<file path="src/rtl/data_buffer_pkg.sv">
// Shared constants for the data_buffer FIFO slice.
//   DB_WIDTH  : default data byte width in bits
//   DB_DEPTH  : default entry count (power of two, 4..128)
//   DB_PTR_W  : default pointer width, index bits plus one wrap bit
package data_buffer_pkg;

  localparam int unsigned DB_WIDTH = 8;
  localparam int unsigned DB_DEPTH = 64;
  localparam int unsigned DB_PTR_W = $clog2(DB_DEPTH) + 1;

endpackage

</file>
<file path="src/rtl/data_buffer_fifo_ptr.sv">
// fifo_ptr: enabled, synchronously flushable pointer register.
// The top bit is the wrap bit; a plain binary increment wraps the index
// field from all-ones to zero while toggling the wrap bit.
//   clk   : clock, rising edge
//   n_rst : asynchronous active-low reset, pointer to 0
//   flush : synchronous clear, priority over inc
//   inc   : advance pointer by one
//   ptr   : current pointer value
module fifo_ptr
  import data_buffer_pkg::*;
#(
  parameter int unsigned PTR_W = DB_PTR_W
) (
  input  logic             clk,
  input  logic             n_rst,
  input  logic             flush,
  input  logic             inc,
  output logic [PTR_W-1:0] ptr
);

  logic [PTR_W-1:0] ptr_q;
  logic [PTR_W-1:0] ptr_d;

  always_comb begin
    ptr_d = ptr_q;
    if (flush) begin
      ptr_d = '0;
    end else if (inc) begin
      ptr_d = ptr_q + PTR_W'(1);
    end
  end

  always_ff @(posedge clk or negedge n_rst) begin
    if (!n_rst) begin
      ptr_q <= '0;
    end else begin
      ptr_q <= ptr_d;
    end
  end

  assign ptr = ptr_q;

endmodule

</file>
<file path="src/rtl/data_buffer.sv">
// data_buffer: first-word fall-through circular FIFO with sticky error flags.
//   clk              : clock, rising edge
//   n_rst            : asynchronous active-low reset
//   flush            : synchronous clear of pointers and error flags
//   load_buf         : push data_in this cycle
//   data_in          : byte to push
//   get_data         : pop head entry this cycle
//   data_out         : head entry, zero when empty
//   buffer_occupancy : entries held, 0..DEPTH
//   empty / full     : occupancy == 0 / occupancy == DEPTH
//   overflow_err     : sticky, push while full without a pop
//   underflow_err    : sticky, pop while empty
module data_buffer
  import data_buffer_pkg::*;
#(
  parameter int unsigned WIDTH = DB_WIDTH,
  parameter int unsigned DEPTH = DB_DEPTH
) (
  input  logic                     clk,
  input  logic                     n_rst,
  input  logic                     flush,
  input  logic                     load_buf,
  input  logic [WIDTH-1:0]         data_in,
  input  logic                     get_data,
  output logic [WIDTH-1:0]         data_out,
  output logic [$clog2(DEPTH):0]   buffer_occupancy,
  output logic                     empty,
  output logic                     full,
  output logic                     overflow_err,
  output logic                     underflow_err
);

  localparam int unsigned IDX_W = $clog2(DEPTH);
  localparam int unsigned PTR_W = IDX_W + 1;

  logic [WIDTH-1:0] mem_q [DEPTH];

  logic [PTR_W-1:0] wr_ptr;
  logic [PTR_W-1:0] rd_ptr;
  logic [PTR_W-1:0] occ;

  logic push_ok;
  logic pop_ok;
  logic ovf_q, ovf_d;
  logic unf_q, unf_d;

  // Wrap-bit pointers make the modular difference the exact occupancy,
  // distinguishing full (DEPTH) from empty (0).
  assign occ   = wr_ptr - rd_ptr;
  assign empty = (occ == '0);
  assign full  = (occ == PTR_W'(DEPTH));

  always_comb begin
    push_ok = 1'b0;
    pop_ok  = 1'b0;
    ovf_d   = ovf_q;
    unf_d   = unf_q;
    if (flush) begin
      ovf_d = 1'b0;
      unf_d = 1'b0;
    end else begin
      // A full buffer still takes a push when the head leaves the same cycle.
      push_ok = load_buf && (!full || get_data);
      pop_ok  = get_data && !empty;
      if (load_buf && full && !get_data) begin
        ovf_d = 1'b1;
      end
      if (get_data && empty) begin
        unf_d = 1'b1;
      end
    end
  end

  fifo_ptr #(.PTR_W(PTR_W)) u_wr_ptr (
    .clk   (clk),
    .n_rst (n_rst),
    .flush (flush),
    .inc   (push_ok),
    .ptr   (wr_ptr)
  );

  fifo_ptr #(.PTR_W(PTR_W)) u_rd_ptr (
    .clk   (clk),
    .n_rst (n_rst),
    .flush (flush),
    .inc   (pop_ok),
    .ptr   (rd_ptr)
  );

  // Storage is not reset; pointer reset alone makes old contents unreachable.
  always_ff @(posedge clk) begin
    if (push_ok) begin
      mem_q[wr_ptr[IDX_W-1:0]] <= data_in;
    end
  end

  always_ff @(posedge clk or negedge n_rst) begin
    if (!n_rst) begin
      ovf_q <= 1'b0;
      unf_q <= 1'b0;
    end else begin
      ovf_q <= ovf_d;
      unf_q <= unf_d;
    end
  end

  assign data_out         = empty ? '0 : mem_q[rd_ptr[IDX_W-1:0]];
  assign buffer_occupancy = occ;
  assign overflow_err     = ovf_q;
  assign underflow_err    = unf_q;

endmodule

</file>
<file path="config.mk">
export PLATFORM = sky130hd
export DESIGN_NAME = data_buffer
export DESIGN_NICKNAME = d
export VERILOG_FILES = /design/src/rtl/data_buffer_pkg.sv /design/src/rtl/data_buffer_fifo_ptr.sv /design/src/rtl/data_buffer.sv
export SDC_FILE = /design/constraint.sdc
export NUM_CORES = 1
export LEC_CHECK = 0
export CORE_ASPECT_RATIO = 1.2
export CORE_MARGIN = 4
export CORE_UTILIZATION = 50
export CTS_CLUSTER_DIAMETER = 50
export CTS_CLUSTER_SIZE = 8
export DETAILED_ROUTE_END_ITERATION = 8
export HOLD_SLACK_MARGIN = 0.06
export PLACE_DENSITY = 0.66
export SYNTH_ARGS = -nofsm -noshare
export SYNTH_HDL_FRONTEND = slang
export SYNTH_SLANG_ARGS = --single-unit
</file>
<file path="constraint.sdc">
create_clock -name clk -period 4 [get_ports clk]
set_input_delay 0.8 -clock clk [delete_from_list [all_inputs] [get_ports clk]]
set_output_delay 0.8 -clock clk [all_outputs]
set_load 0.01 [all_outputs]
</file>
# Word-level counts from Yosys, hierarchy flattened
# Memories as Yosys holds them, arrays and structs flattened.
# Index checks and enable logic that the tools add are counted.
[word_totals]
reg_bits = 16
ram_bits = 512
in_bits = 13
memories = 1
[op_classes]
addsub = 3
n_eq_ne = 1
muxes = 13
n_reduce_logical = 14
[mem_list]
columns = ["memory", "depth", "word_bits", "rd", "rd_clocked_by_memory_dff", "wr", "line_no", "source"]
rows = [
  ["mem_q", 64, 8, 1, 0, 1, "data_buffer.sv:36", "logic [WIDTH-1:0] mem_q [DEPTH];"],
]
[ops]
columns = ["operator", "count"]
rows = [
  ["two-way mux 7 bit", 4],
  ["adder 7 x 1 -> 7 bit, second input constant", 2],
  ["two-way mux 1 bit", 8],
  ["two-way mux 8 bit", 1],
  ["nonzero test 2 bit", 4],
  ["== test 7 bit, second input constant", 1],
  ["zero test 7 bit", 1],
  ["subtractor 7 bit", 1],
  ["logical AND 1 bit", 5],
  ["zero test 1 bit", 3],
  ["logical OR 1 bit", 1],
]

# Depth between registers and ports, before layout
# Gate-level depths: netlist of run 1.
[logic_depth]
word_depth = 8
mapped_depth = 13

# Hierarchy
# A second synthesis of run 1 with hierarchy kept.
[hier_totals]
cells_unflattened = 1089
hier_area_um2 = 21469.3
[by_module_without_submodules]
columns = ["mod", "n_inst", "cells_per_inst", "area_per_inst_um2", "seq_area_each_um2"]
rows = [
  ["data_buffer", 1, 1031, 20853.8, 15424.8],
  ["fifo_ptr", 2, 29, 307.8, 175.2],
]

# Least setup slack after synthesis of run 1
# Ideal clock, no wire load.
[synth_path]
kind = "reg-to-reg"
startpoint = "reg u_rd_ptr.ptr_q[1], in the netlist u_rd_ptr.ptr[1]"
endpoint = "mem mem_q[57][0] (netlist bit), enable pin"
arrival_ns = 3.859
path_slack_ns = -0.254
stages_incl_launch_ff = 13
cell_sequence = "dfrtp_1 buf_1 clkbuf_1 inv_1 ha_1 nor2b_1 o21a_1 o311ai_1 or4b_4 o31ai_4 buf_4 buf_4 nor4_1"
[synth_via]
elab_chain_len = 8
[synth_rtl]
columns = ["element", "line_no", "source"]
rows = [
  ["start: declaration", "data_buffer_fifo_ptr.sv:21", "logic [PTR_W-1:0] ptr_q;"],
  ["start signal: assignment", "data_buffer_fifo_ptr.sv:37", "ptr_q <= ptr_d;"],
  ["subtractor 7 bit", "data_buffer.sv:49", "assign occ = wr_ptr - rd_ptr;"],
  ["named net buffer_occupancy[5]", "data_buffer.sv:26", "output logic [$clog2(DEPTH):0] buffer_occupancy,"],
  ["== test 7 bit", "data_buffer.sv:51", "assign full = (occ == PTR_W'(DEPTH));"],
  ["zero test 1 bit", "data_buffer.sv:63", "push_ok = load_buf && (!full || get_data);"],
  ["logical OR 1 bit", "data_buffer.sv:63", ""],
  ["logical AND 1 bit", "data_buffer.sv:63", ""],
  ["two-way mux 1 bit", "data_buffer.sv:58", "if (flush) begin"],
  ["two-way mux 1 bit", "data_buffer.sv:92", "if (push_ok) begin"],
  ["two-way mux 1 bit (implied by the code)", "data_buffer.sv:93", "mem_q[wr_ptr[IDX_W-1:0]] <= data_in;"],
  ["end: declaration", "data_buffer.sv:36", ""],
]
# The timed path passes the listed nets, and every way through them passes these cells.

# Worst setup path after layout of run 1
[layout_path]
startpoint = "reg u_wr_ptr.ptr_q[0], in the netlist u_wr_ptr.ptr[0]"
endpoint = "out data_out[7]"
[layout_via]
elab_chain_len = 3
[layout_rtl]
columns = ["element", "line_no", "source"]
rows = [
  ["start: declaration", "data_buffer_fifo_ptr.sv:21", ""],
  ["start signal: assignment", "data_buffer_fifo_ptr.sv:37", ""],
  ["subtractor 7 bit", "data_buffer.sv:49", ""],
  ["zero test 7 bit", "data_buffer.sv:50", "assign empty = (occ == '0);"],
  ["two-way mux 8 bit", "data_buffer.sv:107", "assign data_out = empty ? '0 : mem_q[rd_ptr[IDX_W-1:0]];"],
  ["end: declaration", "data_buffer.sv:25", "output logic [WIDTH-1:0] data_out,"],
]
# Every way passes these cells.

==> Flow_metrics.wiki, run 1 <==
{| class="wikitable"
! Metric !! Value
|-
| Power density relative to cell area || 595 nW/um^2
|-
| Delay of the slowest cell on the worst path || 0.58 ns
|-
| Hold WS || 0.492 ns
|-
| Clock latency reported for the late side of the worst-skew pair || 0.58 ns
|-
| Port buffer count || 31
|-
| Number of fill cells || 2900
|-
| Sequential area share after synthesis || 0.755
|-
| Post-Syn Instances || 1042
|-
| Hold Path Sink || overflow_err
|-
| Number of H-tree levels || 3
|-
| TritonCTS clock tree || built
|-
| Largest net degree at the start of global routing || 65
|-
| Status || finished with violations
|-
| Post-Layout Inst Area || 24900 um^2
|-
| Largest fanout of any net on the critical path || 7
|-
| Post-synthesis net count || 1064
|-
| Largest area contributor in the synthesized netlist || sky130_fd_sc_hd__edfxtp_1
|-
| Violations in the final reports || negative setup slack
|-
| # Max-Cap Violations || 0
|-
| Total cell area at the placement stage || 22500 um^2
|-
| Avg Synthesized Cell Area || 20.0 um^2
|-
| Unrepaired setup endpoints after global routing || true
|-
| Hold violation count in the final report || 0
|-
| Drt initial violations || 1091
|-
| Area of the mapped netlist || 20900 um^2
|-
| Path depth of the worst reg2reg path || 13
|-
| Antenna violations before repair || 1
|-
| Number of setup violations in the final report || 2
|-
| Combined area of the multi-input logic cells || 5070 um^2
|-
| Total number of yosys warnings || 0
|-
| Upper clock frequency limit || 0.249 GHz
|-
| Hold Crit Class || reg2reg
|-
| Number of library cell types mapped by synthesis || 48
|-
| Measured slew at the worst slew-check pin || 1.27 ns
|-
| Number of vias after detailed routing || 11000
|-
| Share of cells above drive strength 1 || 0.328
|-
| Data arrival, critical path || 3.21 ns
|-
| CTS buffer count || 76
|-
| Clk sink count || 528
|-
| Setup TNS after final layout || -0.0192 ns
|-
| GRT Residual Overflow || 0
|-
| Async set or reset register ratio after synthesis || 0.0303
|-
| Total power || 14.8 mW
|-
| Cell repeated most along the worst path || sky130_fd_sc_hd__inv_2
|-
| Predominant post-synthesis flop cell || sky130_fd_sc_hd__edfxtp_1
|-
| Setup WS post-layout || -0.0109 ns
|-
| Worst setup EP type || output pin
|-
| IR Drop Worst-Case VDD || 0.000436 V
|-
| Final weighted congestion in routability-driven placement || 0.839
|-
| Detail-routed via count per cell || 6.33
|-
| Vias in the first global route || 11500
|-
| Die height || 232 um
|-
| Starting utilization of the core area || 0.509
|-
| DIE AREA || 45100 um^2
|-
| Global routing usage summed across all routing layers || 0.228
|-
| Biggest area contributors in the synthesized netlist || sky130_fd_sc_hd__edfxtp_1 (74%), sky130_fd_sc_hd__mux4_2 (14%), sky130_fd_sc_hd__dfrtp_1 (1.9%)
|-
| Crit path required time || 3.20 ns
|-
| Category of the critical setup timing path || reg2out
|-
| Detailed-route DRC error count || 0
|-
| Leak Pwr || 7.92 nW
|-
| Number of buffers between clock root and the deepest sink || 3
|-
| DRT Pass-1 Iters || 7
|-
| Relative area change from synthesis to final layout || 19.4%
|-
| Chain of cells forming the critical path || inv_2, ha_4, inv_2, fa_2, a211oi_2, nor2_1, xor2_1, or4b_4, nor2_4, buf_12, buf_8, a21oi_2, buf_2
|-
| Number of flip-flops and latches in the synthesized netlist || 528
|-
| Final period demand of the worst path || 4.01 ns
|-
| Worst-path cell with the longest stage delay || sky130_fd_sc_hd__or4b_4
|-
| Final Cycle Share || 1.00
|-
| Final Max Tran Viols || 0
|-
| Die width || 195 um
|-
| Flip-flop and latch area || 15800 um^2
|-
| ANT nets after route || 0
|-
| Hold wc startpoint || overflow_err
|-
| Net count of the finished layout || 1215
|-
| I/O pin total || 32
|-
| Root buffer cell || sky130_fd_sc_hd__clkbuf_16
|-
| Worst rel slew slack || 0.148
|-
| HPWL Detailed || 29600 um
|-
| Worst setup SP type || flop
|-
| Placeable Area || 41000 um^2
|-
| Worst reg-to-reg setup slack || 0.29 ns
|-
| Post-Place Worst Slack || 0.0232 ns
|-
| Yosys top cell area share || 0.736
|-
| Post-Route Skew || 0.0146 ns
|-
| Number of flops mapped to enable cells by yosys || 512
|-
| Cell with the most instances after synthesis || sky130_fd_sc_hd__edfxtp_1
|-
| Detailed-route wire length per cell || 29.0 um
|-
| Global-route wire length before repair || 75400 um
|-
| Worst Hold Path Cells || 2
|-
| Quantity of hold-fixing buffers added after cts || 0
|-
| Origin of the critical flop-to-flop path || u_wr_ptr.ptr[0]
|-
| Final Routed Wirelength || 50600 um
|-
| Clock-pin slew on the worst setup and hold paths || 0.05 ns
|-
| Most frequent cells after synthesis || sky130_fd_sc_hd__edfxtp_1 (512), sky130_fd_sc_hd__mux4_2 (131), sky130_fd_sc_hd__a22oi_1 (44), sky130_fd_sc_hd__nor3_1 (44), sky130_fd_sc_hd__nand2_1 (35)
|-
| # rows || 81
|-
| Critical register-to-register path endpoint || mem_q[24][3]
|}
-- worst max-delay path, delay by kind of cell (launching register included) --
family,cells,cell delay [ns]
buffers and inverters,5,0.52
AO/OA/AOI/OAI,2,0.26
flip-flops,1,0.39
XOR/XNOR,1,0.16
AND/OR/NAND/NOR,3,0.80
adder cells (fa/ha/maj),2,0.47
-- layout by cell type (no fill, tap or decap), types with 5 or more instances in the layout --
cell type	Yosys	layout
sky130_fd_sc_hd__edfxtp_1	512	512
sky130_fd_sc_hd__mux4_2	131	131
sky130_fd_sc_hd__buf_4	4	88
sky130_fd_sc_hd__clkbuf_16	0	78
sky130_fd_sc_hd__a22oi_1	44	44
sky130_fd_sc_hd__nand2_1	35	35
sky130_fd_sc_hd__nor2_1	34	30
sky130_fd_sc_hd__a21oi_1	30	27
sky130_fd_sc_hd__nor3_1	44	22
sky130_fd_sc_hd__nor3_2	0	19
sky130_fd_sc_hd__nand3_1	17	17
sky130_fd_sc_hd__dfrtp_1	16	14
sky130_fd_sc_hd__o21ai_0	14	12
sky130_fd_sc_hd__buf_2	16	12
sky130_fd_sc_hd__clkdlybuf4s50_1	0	12
sky130_fd_sc_hd__nor4_1	18	11
sky130_fd_sc_hd__inv_1	11	8
sky130_fd_sc_hd__or3_1	7	7
sky130_fd_sc_hd__nor4_2	0	7
sky130_fd_sc_hd__buf_6	2	7
sky130_fd_sc_hd__nand4_1	6	6
sky130_fd_sc_hd__nor2b_1	5	5
sky130_fd_sc_hd__ha_1	8	5
sky130_fd_sc_hd__clkbuf_1	34	5
sky130_fd_sc_hd__buf_12	0	5
-- layout make-up --
cell class                 count  area share
clock inverter                 6     0.00256
clock buffer                  84      0.0796
sequential                   528       0.633
tap                          539      0.0270
antenna                        1    0.000100
multi-input combinational    438       0.203
timing repair buffer         136      0.0525
inverter                      13     0.00196
-- per-stage QoR --
step,std cells,util
floorplan,1042,-
global placement,1650,0.549
detailed placement,1650,0.549
CTS,1746,0.605
global route,1744,0.607
finish,1745,0.608
-- worst max-delay path by stage --
stage / from / end / slack, ns / depth (start not counted)
after detailed placement: u_wr_ptr.ptr[0] / data_out[4] / 0.02 / 13
after CTS: u_wr_ptr.ptr[0] / data_out[3] / -0.07 / 13
after global routing: u_wr_ptr.ptr[0] / data_out[7] / -0.11 / 13
after global placement: u_wr_ptr.ptr[0] / data_out[0] / 0.06 / 13
after floorplan: u_rd_ptr.ptr[1] / mem_q[57][0] / -0.11 / 12
final: u_wr_ptr.ptr[0] / data_out[7] / -0.01 / 13
-- registers in the layout (all words and copies together) (netlist names) --
signal	cells
underflow_err	1
mem_q	512
overflow_err	1
u_wr_ptr.ptr	7
u_rd_ptr.ptr	7
-- power breakdown --
group | total (mW) | internal, mW | switching, mW
registers | 6.14 | 6.11 | 0.0264
logic | 3.07 | 1.54 | 1.53
clock network | 5.63 | 3.46 | 2.17
total | 14.8 | 11.1 | 3.73
-- cells by family after synthesis --
| group | Yosys count | share of synthesized area |
|---|---|---|
| flops | 528 | 0.755 |
| mux | 137 | 0.144 |
| buf+inv | 76 | 0.0161 |
| xor+xnor | 7 | 0.00294 |
| simple gates | 178 | 0.0420 |
| compound gates | 107 | 0.0336 |
| fa+ha+maj | 9 | 0.00575 |
-- layer usage --
metal,part of all wire,routed length [um],GRT usage
met1,0.39,19800,0.310
met2,0.49,24800,0.368
met3,0.087,4400,0.0554
met4,0.031,1550,0.0763
met5,0,0,0
-- timing repair --
item,in CTS,in global routing
gates resized for setup,71,20
pin swaps,6,7
setup buffers,3,1
setup endpoints to repair,11,21
cloned,4,0
No activity file was read; power rests on OpenSTA's default activity.
==> inputs of run 2 (changes only) <==
- GPL_TIMING_DRIVEN: not set -> 0
- SYNTH_HIERARCHICAL: not set -> 1
==> Flow_metrics.wiki, run 2 <==
{| class="wikitable"
! Metric !! Value
|-
| Status || finished with violations
|-
| Violations in the final reports || negative setup slack
|-
| Final non-filler cell total || 1833 (+5.0%)
|-
| Unrepaired setup endpoints after global routing || true
|-
| Total power || 14.9 mW (+0.26%)
|-
| Post-Route Skew || 0.0194 ns (+0.00475 ns)
|-
| Number of setup violations in the final report || 5 (+3)
|-
| Number of flops mapped to enable cells by yosys || 512 (unchanged)
|-
| Antenna cells || 0 (-1)
|-
| GRT Residual Overflow || 0 (unchanged)
|-
| Cell with the most instances after synthesis || sky130_fd_sc_hd__edfxtp_1
|-
| Yosys top cell area share || 0.716 (-0.0201)
|-
| Number of flip-flops and latches in the synthesized netlist || 528 (unchanged)
|-
| Met2 layer wire length in the routed design || 28400 um (+15%)
|-
| Detail-routed via count per cell || 6.47 (+2.2%)
|-
| Area of the mapped netlist || 21500 um^2 (+2.8%)
|-
| I/O pin total || 32 (unchanged)
|-
| Share of cells above drive strength 1 || 0.361 (+0.0335)
|-
| Die width || 197 um (+1.3%)
|-
| Largest fanout of any net on the critical path || 10 (+3)
|-
| Biggest area contributors in the synthesized netlist || sky130_fd_sc_hd__edfxtp_1 (72%), sky130_fd_sc_hd__mux4_2 (15%), sky130_fd_sc_hd__a31oi_1 (1.9%)
|-
| Avg Synthesized Cell Area || 19.7 um^2 (-1.6%)
|-
| Async set or reset register ratio after synthesis || 0.0303 (unchanged)
|-
| # Max-Cap Violations || 0 (unchanged)
|-
| Number of library cell types mapped by synthesis || 50 (+4.2%)
|-
| HPWL Detailed || 36300 um (+23%)
|-
| Predominant post-synthesis flop cell || sky130_fd_sc_hd__edfxtp_1
|-
| Wl on met1 || 22100 um (+12%)
|-
| Highest metal used || met4
|-
| ANT nets after route || 0 (unchanged)
|-
| IR Drop Worst-Case VDD || 0.000384 V (-12%)
|-
| Post-Syn Instances || 1089 (+4.5%)
|-
| Final weighted congestion in routability-driven placement || 0.941 (+12%)
|-
| Most common library cell in the layout ignoring fill and taps || sky130_fd_sc_hd__edfxtp_1
|-
| Number of buffers between clock root and the deepest sink || 3 (unchanged)
|-
| Worst setup SP type || flop
|-
| Final period demand of the worst path || 4.03 ns (+0.0196 ns)
|-
| Final Max Tran Viols || 0 (unchanged)
|-
| Detailed-route wire length per cell || 30.9 um (+6.8%)
|-
| Die height || 235 um (+1.3%)
|-
| Leading cell types in the layout, fill and taps excluded || sky130_fd_sc_hd__edfxtp_1 (512), sky130_fd_sc_hd__mux4_2 (140), sky130_fd_sc_hd__clkbuf_16 (80)
|-
| Vias in the first global route || 12000 (+3.9%)
|-
| Post-synthesis net count || 1111 (+4.4%)
|-
| Starting utilization of the core area || 0.510 (+0.00159)
|-
| Net count of the finished layout || 1277 (+5.1%)
|-
| Clk sink count || 528 (unchanged)
|-
| Final Routed Wirelength || 56700 um (+12%)
|-
| Placeable Area || 42100 um^2 (+2.5%)
|-
| DRT Pass-1 Iters || 6 (-1)
|-
| Origin of the critical flop-to-flop path || u_rd_ptr/ptr[1]
|-
| Port buffer count || 31 (unchanged)
|-
| Global routing usage summed across all routing layers || 0.245 (+0.0171)
|-
| Total cell area at the placement stage || 22600 um^2 (+0.29%)
|-
| Hold Crit Class || reg2reg
|-
| Power density relative to cell area || 566 nW/um^2 (-4.9%)
|-
| Final Cycle Share || 1.01 (+0.00491)
|-
| Most frequent cells after synthesis || sky130_fd_sc_hd__edfxtp_1 (512), sky130_fd_sc_hd__mux4_2 (139), sky130_fd_sc_hd__nand2_1 (80)
|-
| Path depth of the worst reg2reg path || 12 (-1)
|-
| DIE AREA || 46300 um^2 (+2.7%)
|-
| Worst setup EP type || output pin
|-
| Placed Instances || 1675 (+1.5%)
|-
| Antenna violations before repair || 0 (-1)
|-
| Setup WS post-layout || -0.0305 ns (-0.0196 ns)
|-
| Post-Layout Inst Area || 26300 um^2 (+5.4%)
|-
| Root buffer cell || sky130_fd_sc_hd__clkbuf_16
|-
| Drt initial violations || 1427 (+31%)
|-
| Number of fill cells || 2899 (-0.034%)
|-
| Leak Pwr || 8.26 nW (+4.3%)
|-
| Upper clock frequency limit || 0.248 GHz (-0.49%)
|-
| Crit path required time || 3.20 ns (about the same)
|-
| Largest area contributor in the synthesized netlist || sky130_fd_sc_hd__edfxtp_1
|-
| Global-route wire length before repair || 82100 um (+8.8%)
|-
| Hold violation count in the final report || 0 (unchanged)
|-
| Met3 wire len || 3830 um (-13%)
|-
| CTS buffer count || 76 (unchanged)
|-
| # rows || 82 (+1.2%)
|-
| Number of vias after detailed routing || 11900 (+7.4%)
|-
| Clock latency reported for the late side of the worst-skew pair || 0.58 ns (about the same)
|-
| Largest register FFs || 512 (unchanged)
|-
| Sequential area share after synthesis || 0.735 (-0.0206)
|-
| Detailed-route DRC error count || 0 (unchanged)
|-
| Data arrival, critical path || 3.23 ns (+0.02 ns)
|-
| Clock-pin slew on the worst setup and hold paths || 0.04 ns (about the same)
|-
| Category of the critical setup timing path || reg2out
|-
| TritonCTS clock tree || built
|-
| Total number of yosys warnings || 6 (+6)
|-
| Worst reg-to-reg setup slack || 0.04 ns (-0.25 ns)
|-
| Number of H-tree levels || 3 (unchanged)
|-
| Largest net degree at the start of global routing || 65 (unchanged)
|-
| Critical register-to-register path endpoint || mem_q[12][6]
|-
| Relative area change from synthesis to final layout || 22.4%
|-
| CP Capture Point || data_out[2]
|-
| Measured slew at the worst slew-check pin || 1.39 ns (+0.117 ns)
|-
| Worst rel slew slack || 0.0722 (-0.0756)
|-
| Source of the critical timing path || u_rd_ptr/ptr[5]
|}
## run 2: cell count changes after synthesis, moves of 6 or more
| cell | previous run | this run |
|---|---|---|
| sky130_fd_sc_hd__nor2_1 | 34 | 27 |
| sky130_fd_sc_hd__o21ai_0 | 14 | 6 |
| sky130_fd_sc_hd__a31oi_1 | 1 | 65 |
| sky130_fd_sc_hd__nand2_1 | 35 | 80 |
| sky130_fd_sc_hd__nand3_1 | 17 | 3 |
| sky130_fd_sc_hd__mux4_2 | 131 | 139 |
| sky130_fd_sc_hd__buf_4 | 4 | 10 |
| sky130_fd_sc_hd__buf_1 | 7 | 0 |
| sky130_fd_sc_hd__a21oi_1 | 30 | 10 |
| sky130_fd_sc_hd__nor3_1 | 44 | 14 |
| sky130_fd_sc_hd__a22oi_1 | 44 | 20 |
| sky130_fd_sc_hd__a22o_1 | 0 | 16 |
## run 2: cells by family after synthesis
| group | Yosys count | share of synthesized area |
|---|---|---|
| muxes | 144 | 0.150 |
| adders and majority gates | 9 | 0.00559 |
| buffers and inverters | 80 | 0.0203 |
| and+or+nand+nor | 176 | 0.0395 |
| AOI/OAI and AO/OA | 141 | 0.0450 |
| DFF | 528 | 0.735 |
| xor gates and xnor gates | 11 | 0.00449 |
## run 2: worst max-delay path: stages (launching register included)
cell                        delay [ns]
sky130_fd_sc_hd__dfrtp_2          0.43
sky130_fd_sc_hd__inv_1            0.12
sky130_fd_sc_hd__buf_6            0.18
sky130_fd_sc_hd__ha_4             0.32
sky130_fd_sc_hd__and3b_1          0.19
sky130_fd_sc_hd__a211oi_2         0.21
sky130_fd_sc_hd__o211ai_1         0.13
sky130_fd_sc_hd__buf_4            0.17
sky130_fd_sc_hd__nor4_4           0.28
sky130_fd_sc_hd__buf_4            0.19
sky130_fd_sc_hd__clkbuf_16        0.16
sky130_fd_sc_hd__buf_6            0.10
sky130_fd_sc_hd__a21boi_4         0.05
sky130_fd_sc_hd__buf_6            0.12
## run 2: final cells by class
cell class,instances,area [um^2],share of cell area
Multi-Input combinational cell,481,6020,0.229
Sequential cell,528,15800,0.600
Clock buffer,104,2070,0.0788
Inverter,12,75.1,0.00286
Timing Repair Buffer,91,856,0.0326
Tap cell,546,683,0.0260
Clock inverter,6,85.1,0.00324
Buffer,65,719,0.0274
## run 2: what timing repair did
item / CTS / global route
setup buffers: 39 / 14
hold buffers: 0 / 0
pin swaps: 15 / 18
resized for setup: 208 / 100
setup endpoints to repair: 544 / 225
## run 2: stage by stage
stage	utilization	worst slack (ns)	hold slack, ns	setup TNS [ns]
4_1_cts	0.612	-0.279	0.507	-1.15
6_report	0.625	-0.0305	0.501	-0.0963
3_5_place_dp	0.537	-1.54	0.497	-602.51
2_1_floorplan	-	0.182	0.504	0
5_1_grt	0.625	-0.0923	0.534	-0.688
3_3_place_gp	0.534	-1.57	0.480	-585.73
## run 2: layer usage
metal | GRT usage | up-vias
met1 | 0.332 | 6187
li1 | - | 4901
met5 | 0 | -
met2 | 0.401 | 611
met4 | 0.0975 | 0
met3 | 0.0407 | 160
## run 2: power by group
group | switching (mW) | internal (mW) | leakage (nW)
clock network | 2.21 | 3.62 | 1.04
logic | 1.55 | 1.39 | 2.40
registers | 0.0150 | 6.10 | 4.82
total | 3.77 | 11.1 | 8.26
## run 2: worst min path at each step
stage	start	endpoint	slack [ns]	cells past startpoint
after floorplan	n_rst	overflow_err	0.50	0
after global placement	underflow_err	underflow_err	0.48	1
after detailed placement	overflow_err	overflow_err	0.50	1
after CTS	overflow_err	overflow_err	0.51	1
after global routing	overflow_err	overflow_err	0.53	1
final	overflow_err	overflow_err	0.50	1
